===== src/rtl/serial_word_framer.sv =====
// serial_word_framer
// Deserialises a 1-bit stream (MSB first) into WIDTH-bit words and hands each
// word downstream through a one-entry valid/ready buffer. Alongside each word
// it registers all-ones / all-zeros flags, keeps a saturating count of
// consecutive all-ones words, and raises a sticky overflow flag when a
// completed word has nowhere to go.

module serial_word_framer #(
  parameter int WIDTH = 8,
  parameter int RUN_W = 4
) (
  input  logic             clk,
  input  logic             rst_n,
  input  logic             sync,
  input  logic             bit_in,
  input  logic             bit_valid,
  output logic [WIDTH-1:0] word_out,
  output logic             word_valid,
  input  logic             word_ready,
  output logic             all_ones,
  output logic             all_zeros,
  output logic [RUN_W-1:0] ones_run,
  output logic             overflow,
  input  logic             overflow_clr
);

  localparam int CNT_W = (WIDTH > 2) ? $clog2(WIDTH) : 1;
  localparam logic [CNT_W-1:0] LAST_BIT = CNT_W'(WIDTH - 1);

  logic [CNT_W-1:0] bitcnt;
  logic [WIDTH-1:0] shreg;
  logic [WIDTH-1:0] completed;
  logic             complete;
  logic             buf_free;
  logic             load;
  logic             drop;

  // A word completes on the last bit of a frame; sync restarts framing, so a
  // bit sampled together with sync can never complete a word.
  always_comb begin
    completed = {shreg[WIDTH-2:0], bit_in};
    complete  = bit_valid && !sync && (bitcnt == LAST_BIT);
    buf_free  = !word_valid || word_ready;
    load      = complete && buf_free;
    drop      = complete && !buf_free;
  end

  // Shift register and bit counter; sync discards the partial word and, with
  // a valid bit in the same cycle, that bit starts the new frame.
  always_ff @(posedge clk or negedge rst_n) begin
    if (!rst_n) begin
      bitcnt <= '0;
      shreg  <= '0;
    end else if (sync) begin
      if (bit_valid) begin
        bitcnt <= CNT_W'(1);
        shreg  <= {{(WIDTH-1){1'b0}}, bit_in};
      end else begin
        bitcnt <= '0;
        shreg  <= '0;
      end
    end else if (bit_valid) begin
      shreg <= {shreg[WIDTH-2:0], bit_in};
      if (bitcnt == LAST_BIT) begin
        bitcnt <= '0;
      end else begin
        bitcnt <= bitcnt + CNT_W'(1);
      end
    end
  end

  // One-entry output buffer: loads a completed word when free, otherwise
  // holds; a consume without a new word only drops word_valid.
  always_ff @(posedge clk or negedge rst_n) begin
    if (!rst_n) begin
      word_out   <= '0;
      word_valid <= 1'b0;
      all_ones   <= 1'b0;
      all_zeros  <= 1'b0;
      ones_run   <= '0;
    end else if (load) begin
      word_out   <= completed;
      word_valid <= 1'b1;
      all_ones   <= &completed;
      all_zeros  <= ~|completed;
      if (&completed) begin
        if (ones_run != {RUN_W{1'b1}}) begin
          ones_run <= ones_run + RUN_W'(1);
        end
      end else begin
        ones_run <= '0;
      end
    end else if (word_valid && word_ready) begin
      word_valid <= 1'b0;
    end
  end

  // Sticky overflow: a drop wins over a simultaneous clear.
  always_ff @(posedge clk or negedge rst_n) begin
    if (!rst_n) begin
      overflow <= 1'b0;
    end else if (drop) begin
      overflow <= 1'b1;
    end else if (overflow_clr) begin
      overflow <= 1'b0;
    end
  end

endmodule

===== config.mk =====
export PLATFORM = sky130hd
export DESIGN_NAME = serial_word_framer
export DESIGN_NICKNAME = d
export VERILOG_FILES = /design/src/rtl/serial_word_framer.sv
export SDC_FILE = /design/constraint.sdc
export NUM_CORES = 1
export LEC_CHECK = 0
export ABC_AREA = 1
export CAP_MARGIN = 25
export CORE_AREA = 3 3 56 58
export CTS_BUF_LIST = sky130_fd_sc_hd__clkbuf_4 sky130_fd_sc_hd__clkbuf_8
export CTS_CLUSTER_SIZE = 16
export DETAILED_ROUTE_END_ITERATION = 10
export DIE_AREA = 0 0 59 61
export PLACE_DENSITY = 0.68
export REMOVE_ABC_BUFFERS = 1
export SYNTH_ARGS = -nofsm -noshare
export SYNTH_HDL_FRONTEND = slang
export SYNTH_SLANG_ARGS = --single-unit

===== constraint.sdc =====
create_clock -name clk -period 1.6 [get_ports clk]
set_input_delay 0.16 -clock clk [delete_from_list [all_inputs] [get_ports clk]]
set_output_delay 0.16 -clock clk [all_outputs]
set_load 0.03 [all_outputs]

==> results of run 1 <==
==> flip-flops by register name (all words and copies together), names as in the netlist <==
signal and count:
all_ones 1, all_zeros 1, bitcnt 3, ones_run 4, overflow 1, shreg 7
word_out 8, word_valid 1
==> through the flow <==
step / cells / total power [mW] / hold slack [ns] / instance area, um^2
final: 189 / 1.14 / 0.186 / 1520
after global routing: 189 / 1.21 / 0.181 / 1520
after CTS: 189 / 1.16 / 0.190 / 1520
after detailed placement: 185 / 0.829 / 0.468 / 1490
after global placement: 185 / 0.826 / 0.465 / 1490
after floorplan: 127 / 0.763 / -0.136 / 1180
==> repair_timing <==
item,in CTS,in global routing
setup endpoints to repair,4,1
gates cloned,0,0
pin swaps,0,0
resized for setup,4,1
==> layer usage <==
metal	vias to the layer above	track usage
met1	436	0.158
met4	0	0.0583
met5	-	0
li1	481	-
met2	13	0.251
met3	2	0.0191
==> cell usage after synthesis <==
master   number
a21oi_1       1
nand2_1      32
inv_1        17
nor2_4        1
o21a_1        1
nand3_4       1
xnor2_1       1
nor2_2        1
o22ai_1       8
buf_6         1
inv_2         1
nand3_2       1
dfrtp_1      26
o21ai_2       8
nand4_1       3
nand3_1      11
ha_1          3
nor2_1       11
==> how the worst max path moves through the flow <==
stage	end	from
floorplan	ones_run[2]	bitcnt[0]
global placement	ones_run[3]	bit_valid
detailed placement	ones_run[3]	bit_valid
CTS	word_valid	word_valid
global route	all_zeros	all_zeros
finish	word_out[0]	word_out[0]
==> layout make-up <==
class                   count  area [um^2]  share of cell area
well taps                  31         38.8              0.0255
clock buffers               4         36.3              0.0239
inverters                  18         67.6              0.0444
multi-input cells          83          459               0.302
flip-flops and latches     26          651               0.428
repair buffers             27          268               0.176
==> kinds of logic after synthesis <==
logic type	after synthesis
AND/OR/NAND/NOR	61
flip-flops	26
buffers and inverters	19
adder cells (fa/ha/maj)	3
AO/OA/AOI/OAI	18
XOR/XNOR	1
==> report_power, final <==
part	internal [mW]	switching, mW
combinational	0.0494	0.0733
clock	0.139	0.193
sequential	0.676	0.0122
total	0.864	0.278
==> flow_metrics.tcl, run 1 <==
set metrics [dict create \
    status "completed" \
    tns_ns 0 \
    die-area_um2 3600 \
    setup_ws_ns 0.0657 \
    required_ns 1.44 \
    crit_cells 1 \
    final_cell_mix "nand2_1, dfrtp_1, inv_1, clkdlybuf4s50_1" \
    grt_max_degree 27 \
    hold_viol 0 \
    cts_tree "yes" \
    seq_area_frac_synth 0.547 \
    vdd_drop_max_mv 0.504 \
    start_util 0.439 \
    critPathCaptureType "output pin" \
    via_count 932 \
    crit_fanout 2 \
    cp_slowest_cell "clkdlybuf4s50_1" \
    num-nets-final 169 \
    utilization 0.561 \
    synth_area_um2 1190 \
    timing.rr.end "ones_run[0]" \
    path_cells "clkdlybuf4s50_1" \
    nFillCells 260 \
    dieHeight_um 61 \
    n_antenna_cell 0 \
    portBuffers 22 \
    yosys_warnings 0 \
    met1_length_um 932 \
    synthCells 128 \
    r2r-start "bitcnt[0]" \
    drive_gt1_frac 0.139 \
    drv_slew 0 \
    rows 19 \
    area_growth_pct 27.9 \
    pre_cts_ws_ns 0.0933 \
    place_congestion 0.718 \
    first_pass_iters 4 \
    drtIter0Drc 46 \
    yosysTopAreaCell "dfrtp_1" \
    rr_worst_depth 7 \
    synth_top_family_by_area "simple AND/OR/NAND/NOR gates" \
    final_common_cell "nand2_1" \
    synth.area.mux_share 0 \
    slew-limit-headroom 0.780 \
    wirelength_um 2180 \
    synth_compound_gate_area_share 0.112 \
    path_clk_slew_ns 0.14 \
    clk_path_buf_depth 2 \
    rrSetupSlack_ns 0.10 \
    critPathBufInv 1 \
    layout_min_cycle_time_ns 1.53 \
    worstSkewPairLatency_ns 0.32 \
    synth_simple_gate_area_frac 0.236 \
    io-pin-count 23 \
    critPathArrivalTime_ns 1.37 \
    drc 0 \
    fmax_ghz 0.652 \
    synthXorXnorAreaFrac 0.00737 \
    cp_top_family "buffers and inverters" \
    numCtsBuffers 3 \
    grt_pass1_wl_um 3650 \
    power_density_nw_per_um2 751 \
    via_per_inst 4.93 \
    hpwl_um 1710 \
    tightest_slew_ns 0.329 \
    crit_path_start_kind "flip-flop" \
    cts-root-buf "clkbuf_4" \
    core_um2 2710 \
    route.met2.wl_um 1160 \
    routedWlPerCell_um 11.5 \
    top_layer_used "met4" \
    gr-total-overflow 0 \
    period_share 0.959 \
    postSynthAreaPerCell_um2 9.29 \
    rsz0062_at_grt "false" \
    yosysTopAreaCellShare 0.547 \
    grt_pass1_vias 857 \
    synthTopCellsByArea "dfrtp_1, nand2_1, o21ai_2" \
    p_leak_nw 0.760 \
    htreeDepth 1 \
    ys_types 18 \
    ant_nets 0 \
    hold_buffers 0 \
    maxCapViolCount 0 \
    max_stage_delay_ns 0.68 \
    wl_met3_um 72 \
    hp-class "in2async" \
    cts.sinks 26 \
    synth_seq_cells 26 \
    die-width_um 59 \
    finClkSkew_ns 0.00514 \
    synthAdderAreaFrac 0.0316 \
    crit_type "reg2out" \
    final-setup-viol-count 0 \
    grtUsageTotal 0.136 \
    antenna_found_initial 0 \
    cts_setup_buffers 0 \
]
Note: power is estimated with default switching activity, not from simulation.
==> inputs of run 2 (changes only) <==
--- a/config.mk
+++ b/config.mk
@@ -12,6 +12,7 @@
 export CTS_CLUSTER_SIZE = 16
 export DETAILED_ROUTE_END_ITERATION = 10
 export DIE_AREA = 0 0 59 61
+export HOLD_SLACK_MARGIN = 0.06
 export PLACE_DENSITY = 0.68
 export REMOVE_ABC_BUFFERS = 1
 export SYNTH_ARGS = -nofsm -noshare
==> results of run 2 <==
Final layout, timing and power as in run 1 (identical DEF).
